`config.mk`:
```
export PLATFORM = sky130hd
export DESIGN_NAME = dm_load_controller
export DESIGN_NICKNAME = d
export VERILOG_FILES = /design/src/rtl/dm_load_controller.sv
export SDC_FILE = /design/constraint.sdc
export NUM_CORES = 1
export LEC_CHECK = 0
export CELL_PAD_IN_SITES_DETAIL_PLACEMENT = 0
export CELL_PAD_IN_SITES_GLOBAL_PLACEMENT = 1
export CORE_AREA = 4 4 130 132
export DETAILED_ROUTE_END_ITERATION = 7
export DIE_AREA = 0 0 134 136
export PLACE_DENSITY_LB_ADDON = 0.15
export SLEW_MARGIN = 10
export SYNTH_ARGS = -nofsm -noshare
export SYNTH_HDL_FRONTEND = slang
export SYNTH_SLANG_ARGS = --single-unit
```
`constraint.sdc`:
```
create_clock -name clk -period 3.6 [get_ports clk]
set_input_delay 0.36 -clock clk [delete_from_list [all_inputs] [get_ports clk]]
set_output_delay 0.36 -clock clk [all_outputs]
set_load 0.02 [all_outputs]
```
`src/rtl/dm_load_controller.sv`:
```
`default_nettype none
// ============================================================================
// Module      : dm_load_controller
// Description : Single-outstanding load controller. Accepts one load request,
//               detects misalignment, issues a read to a 64-bit-line data
//               memory with fixed latency DM_LAT, extracts and extends the
//               requested byte/half/word/double and presents it with a
//               valid/ready handshake. Stalls the pipeline while busy.
// Revision    : 1.0 - initial release
// ============================================================================
module dm_load_controller #(
    parameter int ADDR_W = 32,
    parameter int DM_LAT = 1
) (
    input  logic              clk,
    input  logic              rst,
    input  logic              i_req_valid,
    output logic              o_req_ready,
    input  logic [ADDR_W-1:0] i_req_addr,
    input  logic [1:0]        i_req_unit,
    input  logic              i_req_unsigned,
    output logic              o_dm_rd_en,
    output logic [ADDR_W-4:0] o_dm_addr,
    input  logic [63:0]       i_dm_rd_data,
    output logic              o_rsp_valid,
    input  logic              i_rsp_ready,
    output logic [63:0]       o_rsp_data,
    output logic              o_miss_aligned_error,
    output logic              o_staller
);

    localparam logic [1:0] S_IDLE = 2'd0;
    localparam logic [1:0] S_WAIT = 2'd1;
    localparam logic [1:0] S_RESP = 2'd2;

    localparam logic [1:0] U_B  = 2'b00;
    localparam logic [1:0] U_HW = 2'b01;
    localparam logic [1:0] U_W  = 2'b10;
    localparam logic [1:0] U_DW = 2'b11;

    localparam logic [2:0] LAT_INIT = 3'(DM_LAT);

    logic [1:0]  state_q, state_d;
    logic [2:0]  cnt_q,   cnt_d;
    logic [2:0]  off_q,   off_d;
    logic [1:0]  unit_q,  unit_d;
    logic        uns_q,   uns_d;
    logic [63:0] data_q,  data_d;
    logic        err_q,   err_d;

    logic        w_accept;
    logic        w_misaligned;
    logic [63:0] w_shifted;
    logic [63:0] w_extracted;

    assign o_req_ready = (state_q == S_IDLE) && !rst;
    assign w_accept    = i_req_valid && o_req_ready;

    // Misalignment: access would cross the 64-bit line boundary
    always_comb begin
        w_misaligned = 1'b0;
        case (i_req_unit)
            U_HW:    w_misaligned = (i_req_addr[2:0] == 3'd7);
            U_W:     w_misaligned = (i_req_addr[2:0] >= 3'd5);
            U_DW:    w_misaligned = (i_req_addr[2:0] != 3'd0);
            default: w_misaligned = 1'b0;
        endcase
    end

    // Align the line on the latched byte offset, then extend per access size
    always_comb begin
        w_shifted   = i_dm_rd_data >> {off_q, 3'b000};
        w_extracted = i_dm_rd_data;
        case (unit_q)
            U_B:     w_extracted = {{56{!uns_q && w_shifted[7]}},  w_shifted[7:0]};
            U_HW:    w_extracted = {{48{!uns_q && w_shifted[15]}}, w_shifted[15:0]};
            U_W:     w_extracted = {{32{!uns_q && w_shifted[31]}}, w_shifted[31:0]};
            default: w_extracted = i_dm_rd_data;
        endcase
    end

    // Next-state logic for FSM, latency counter, latched request and response
    always_comb begin
        state_d = state_q;
        cnt_d   = cnt_q;
        off_d   = off_q;
        unit_d  = unit_q;
        uns_d   = uns_q;
        data_d  = data_q;
        err_d   = err_q;
        case (state_q)
            S_IDLE: begin
                if (w_accept) begin
                    off_d  = i_req_addr[2:0];
                    unit_d = i_req_unit;
                    uns_d  = i_req_unsigned;
                    if (w_misaligned) begin
                        data_d  = 64'd0;
                        err_d   = 1'b1;
                        state_d = S_RESP;
                    end else begin
                        cnt_d   = LAT_INIT;
                        state_d = S_WAIT;
                    end
                end
            end
            S_WAIT: begin
                cnt_d = cnt_q - 3'd1;
                if (cnt_q == 3'd1) begin
                    data_d  = w_extracted;
                    err_d   = 1'b0;
                    state_d = S_RESP;
                end
            end
            S_RESP: begin
                if (i_rsp_ready) begin
                    state_d = S_IDLE;
                end
            end
            default: state_d = S_IDLE;
        endcase
    end

    // State registers with synchronous reset
    always_ff @(posedge clk) begin
        if (rst) begin
            state_q <= S_IDLE;
            cnt_q   <= 3'd0;
            off_q   <= 3'd0;
            unit_q  <= 2'd0;
            uns_q   <= 1'b0;
            data_q  <= 64'd0;
            err_q   <= 1'b0;
        end else begin
            state_q <= state_d;
            cnt_q   <= cnt_d;
            off_q   <= off_d;
            unit_q  <= unit_d;
            uns_q   <= uns_d;
            data_q  <= data_d;
            err_q   <= err_d;
        end
    end

    // Outputs are gated so nothing leaks while idle or in reset
    assign o_dm_rd_en           = w_accept && !w_misaligned;
    assign o_dm_addr            = o_dm_rd_en ? i_req_addr[ADDR_W-1:3] : '0;
    assign o_rsp_valid          = (state_q == S_RESP) && !rst;
    assign o_rsp_data           = o_rsp_valid ? data_q : 64'd0;
    assign o_miss_aligned_error = o_rsp_valid && err_q;
    assign o_staller            = (state_q != S_IDLE) && !rst;

endmodule
`default_nettype wire

```
==> impl_metrics.ini, run 1 <==
[outcome]
outcome = complete, no violations

[timing]
fmax_mhz = 314
tightest_slew_ns = 0.894
setup_viol = 0
hold_viol = 0
fin_crit_sh_pct = 88.5
fin_ws_ns = 0.414
relSlewSlack_pct = 40.3
report.final.slew_viol_count = 0
timing.setup.tns_ns = 0
rsz0062_at_grt = false
finalCriticalPeriod_ns = 3.19
fin_skew_ns = 0.00683

[power]
ir_worst_vdd_uv = 226
cellPowerDensity_mw_per_mm2 = 312
p_leak_nw = 2.83

[cts]
cts_buffers = 9
clk_pin_slew_ns = 0.06
clock_latency_ns = 0.34
cts_resized = 0
cts_tree = yes
clk_path_buf_depth = 2
ctsHoldBuffers = 0
htreeDepth = 3
cts.sinks = 76
post_cts_buffers = 0
root_buffer = clkbuf_16

[synth]
syn_nets = 729
ys_warn_count = 0
ys_seq_area_share_pct = 28.2
ys_types = 43
ys_seq_elements = 76
syn_area_mm2 = 0.00539
synth_cells = 624
avgSynthCellArea_um2 = 8.63

[worst_setup_path]
arrival_ns = 2.83
cp_max_fo = 30
crit_required_ns = 3.24
reg2reg_slack_ns = 0.97
crit_path_end_kind = output port
start_kind = flop
criticalPathCategory = flop to output port

[route]
via_count = 5283
drt_wl_total_um = 19200
wl_per_cell_um = 19.0
ant_nets = 0
via_per_inst = 5.22
firstDrtPassIters = 4
drc = 0
drt_iter0_drc = 308

[global_route]
grt_max_degree = 56
grt_pass1_wl_um = 29800
grt_pass1_vias = 5413
grt_use_total_pct = 21.0
antenna_found_initial = 1
gr-total-overflow = 0

[floorplanning]
dieWidth_um = 134
coreArea_mm2 = 0.0157
die-height_um = 136
dieArea_mm2 = 0.0182
io_pins = 201
row_count = 46
start_util_pct = 34.3

[job]
max_cap_viol_count = 0

[finish]
drive_above_1_share_pct = 7.54
layout_commonest_cell = clkdlybuf4s50_1
multi_input_area_mm2 = 0.00361
area_growth_pct = 45.2
num_antenna_cells = 0
regArea_mm2 = 0.00153
fillers = 1480
nNetsFinal = 896
final_cell_mix = clkdlybuf4s50_1, and2_1, mux2i_1, dfxtp_1, nand2b_1

[place]
dp_hpwl_um = 14600
place_congestion = 0.837
port_buffers = 200
place_ws_ns = 0.462

[hold_path]
hold_class = flop to flop
## synth_stat cells (all sizes together)
cell type	count	area, µm²
a21oi	28	140
nor4	1	6.26
xor2	1	8.76
a21boi	2	26.3
o21ai	45	225
a2bb2oi	1	8.76
mux4	16	360
o21bai	1	7.51
or2	2	12.5
clkbuf	40	150
o21a	1	7.51
nor3	4	20.0
o31ai	2	15.0
buf	19	113
nor2b	3	18.8
a21bo	1	10.0
nand4bb	1	11.3
mux2i	79	791
nand2b	52	325
nor2	39	146
a211oi	1	7.51
or3b	2	17.5
o22ai	16	100
a21o	16	120
o21ba	1	10.0
inv	3	11.3
dfxtp	76	1520
o32ai	1	8.76
nor3b	9	67.6
and2	96	601
o221ai	1	8.76
or3	2	12.5
nand2	11	41.3
ha	2	25.0
o221a	1	11.3
o2bb2ai	7	61.3
nand3b	1	7.51
or4b	1	10.0
a22o	39	342
## metrics by stage
step	power (mW)	instances	cell area, µm²	utilization [%]	hold slack (ns)
2_1_floorplan	1.33	624	5390	-	0.418
3_3_place_gp	1.60	996	7540	48.0	0.432
3_5_place_dp	1.61	996	7540	48.0	0.435
4_1_cts	2.46	1012	7820	49.8	0.450
5_1_grt	2.56	1012	7820	49.8	0.468
6_report	2.44	1012	7820	49.8	0.445
## area by class of cell
class / instances / area share, %
flip-flops and latches: 76 / 19.5
inverters: 3 / 0.144
repair buffers: 215 / 27.2
clock buffers: 10 / 3.06
well taps: 216 / 3.45
clock inverters: 6 / 0.496
multi-input cells: 486 / 46.1
## state kept, by name (all words and copies together) (netlist names)
register / cells
uns_q: 1
off_q: 3
cnt_q: 3
unit_q: 2
data_q: 64
state_q: 2
err_q: 1
## cells by family (layout without fill, tap and decap cells)
family / after synthesis / count (layout) / share of synthesized area, %
and+or+nand+nor: 224 / 224 / 24.1
AOI/OAI and AO/OA: 164 / 164 / 20.6
xor gates and xnor gates: 1 / 1 / 0.163
adders and majority gates: 2 / 2 / 0.464
muxes: 95 / 95 / 21.4
buffers and inverters: 62 / 234 / 5.09
DFF: 76 / 76 / 28.2
## worst paths after layout
path,cells after the start,start,end
worst max register to register,6,off_q[2],data_q[52]
worst max-delay path,6,state_q[0],o_dm_addr[18]
worst min register to register,1,data_q[18],data_q[18]
worst min-delay path,1,data_q[18],data_q[18]
## critical path, cell delays in order, from the launching register on
cell and delay (ns):
dfxtp_1 0.43, nor3_1 0.29, and2_1 0.38, nor3b_2 0.32, buf_4 0.28, and2_1 0.17, clkdlybuf4s50_1 0.61
## metal layers
layer,share of wire [%],GRT usage (%),routed length [µm],up-vias
li1,-,-,-,2556
met1,44,26.7,8520,2488
met2,47,34.9,9030,216
met3,6.7,5.77,1300,23
met4,2.0,6.06,388,0
met5,0,0,0,-
## power breakdown
part / switching, mW / total [mW] / internal [mW] / leakage, nW
clock network: 0.363 / 0.845 / 0.483 / 0.131
registers: 0.0360 / 0.909 / 0.873 / 0.616
logic: 0.344 / 0.685 / 0.341 / 2.08
No activity file was read; power rests on OpenSTA's default activity.
==> run 2: changes to the inputs <==
--- a/config.mk
+++ b/config.mk
@@ -7,9 +7,10 @@
 export LEC_CHECK = 0
 export CELL_PAD_IN_SITES_DETAIL_PLACEMENT = 0
 export CELL_PAD_IN_SITES_GLOBAL_PLACEMENT = 1
-export CORE_AREA = 4 4 130 132
+export CORE_AREA = 4 4 128 130
+export CTS_BUF_LIST = sky130_fd_sc_hd__clkbuf_8
 export DETAILED_ROUTE_END_ITERATION = 7
-export DIE_AREA = 0 0 134 136
+export DIE_AREA = 0 0 132 134
 export PLACE_DENSITY_LB_ADDON = 0.15
 export SLEW_MARGIN = 10
 export SYNTH_ARGS = -nofsm -noshare
==> run 2 against run 1 <==
  * Global-route usage about the same
  * Sequential share of layout area increased by 0.38 points
  * Sequential power increased by 0.4%
  * Total power decreased by 8.0%
==> impl_metrics.ini, run 2 (synthesized netlist as in run 1, its figures left out) <==
[outcome]
outcome = complete, no violations

[floorplanning]
row_count = 45
die-height_um = 134
io_pins = 201
start_util_pct = 35.6
dieArea_mm2 = 0.0177
dieWidth_um = 132
coreArea_mm2 = 0.0151

[hold_path]
hold_class = flop to flop
whs_path_depth = 1

[worst_setup_path]
path_cells = nor3_1, and2_1, nor3b_2, buf_4, and2_1, clkdlybuf4s50_1
arrival_ns = 2.82
critical_path.slowest_cell = clkdlybuf4s50_1
start_kind = flop
cp_max_fo = 30
crit_required_ns = 3.24
r2r_cells = 6
slowest_delay_ns = 0.61
criticalPathCategory = flop to output port
crit_path_end_kind = output port
cp_common_cell = and2_1

[cts]
htreeDepth = 3
cts_tree = yes
cts_resized = 0
ctsHoldBuffers = 0
clock_latency_ns = 0.36
clk_pin_slew_ns = 0.08
post_cts_buffers = 0
cts_buffers = 9
clk_path_buf_depth = 2
root_buffer = clkbuf_8
cts.sinks = 76

[finish]
nNetsFinal = 894
num_antenna_cells = 0
fillers = 1431
final_cell_mix = clkdlybuf4s50_1, and2_1, mux2i_1, dfxtp_1, nand2b_1
drive_above_1_share_pct = 7.31
largest_registers = data_q: 64 flops, cnt_q: 3 flops, off_q: 3 flops
regArea_mm2 = 0.00153
area_growth_pct = 42.4
largest_reg_flops = 64
multi_input_area_mm2 = 0.00361
layout_commonest_cell = clkdlybuf4s50_1
largest_register = data_q

[timing]
relSlewSlack_pct = 31.5
fin_skew_ns = 0.00787
timing.setup.tns_ns = 0
report.final.slew_viol_count = 0
tightest_slew_ns = 1.02
fmax_mhz = 314
fin_ws_ns = 0.419
fin_crit_sh_pct = 88.4
finalCriticalPeriod_ns = 3.18
hold_viol = 0
holdWs_ns = 0.452
setup_viol = 0
rsz0062_at_grt = false

[place]
dp_hpwl_um = 14400
port_buffers = 200
place_congestion = 0.860
place_ws_ns = 0.507

[power]
p_switching_mw = 0.702
cellPowerDensity_mw_per_mm2 = 292
p_int_mw = 1.54
p_leak_nw = 2.79
p_sw_share_pct = 31.3
ir_worst_vdd_uv = 133
total_power_mw = 2.24
power_frac_seq_pct = 40.7
p_comb_share_pct = 30.0
p_clk_share_pct = 29.3

[route]
firstDrtPassIters = 6
drt_iter0_drc = 258
wl_per_cell_um = 19.3
ant_nets = 0
drt_wl_total_um = 19000
drc = 0
via_count = 5331
via_per_inst = 5.43

[global_route]
grt_pass1_wl_um = 29700
antenna_found_initial = 0
grt_use_total_pct = 21.0
grt_max_degree = 66
gr-total-overflow = 0
grt_pass1_vias = 5515

[job]
max_cap_viol_count = 0
-- run 2: per-layer routing --
metal	up-vias	global-route usage, %	routed length, µm	part of all wire, %
met5	-	0	0	0
met4	0	6.88	426	2.2
met3	27	5.33	1310	6.9
met2	225	34.5	8740	46
met1	2529	26.9	8490	45
li1	2550	-	-	-
-- run 2: final timing paths --
check,from,slack (ns),endpoint
hold / removal,data_q[21],0.45,data_q[21]
hold reg to reg,data_q[21],0.45,data_q[21]
setup / recovery,state_q[0],0.42,o_dm_addr[19]
setup reg to reg,off_q[0],0.88,data_q[39]
-- run 2: area by class of cell --
type,count,area share [%]
sequential,76,19.9
tap,188,3.07
clock inverter,5,0.669
timing repair buffer,213,27.4
clock buffer,10,1.79
inverter,3,0.147
multi-input combinational,486,47.1
-- run 2: power groups by stage --
stage / clock, mW / sequential (mW) / combinational, mW
detailed placement: 0 / 0.932 / 0.670
CTS: 0.673 / 0.913 / 0.674
floorplan: 0 / 0.905 / 0.421
finish: 0.657 / 0.913 / 0.673
global placement: 0 / 0.931 / 0.663
global route: 0.704 / 0.919 / 0.726
-- run 2: critical path: cells and delay by family, from the launching register on --
kind	cells	cell delay, ns
buf+inv	2	0.89
flops	1	0.44
simple gates	4	1.14
-- run 2: stage by stage --
step,area [µm²],instances,util [%]
finish,7670,981,50.7
detailed placement,7480,966,49.4
floorplan,5390,624,-
CTS,7670,981,50.6
global placement,7480,966,49.4
global route,7670,981,50.7
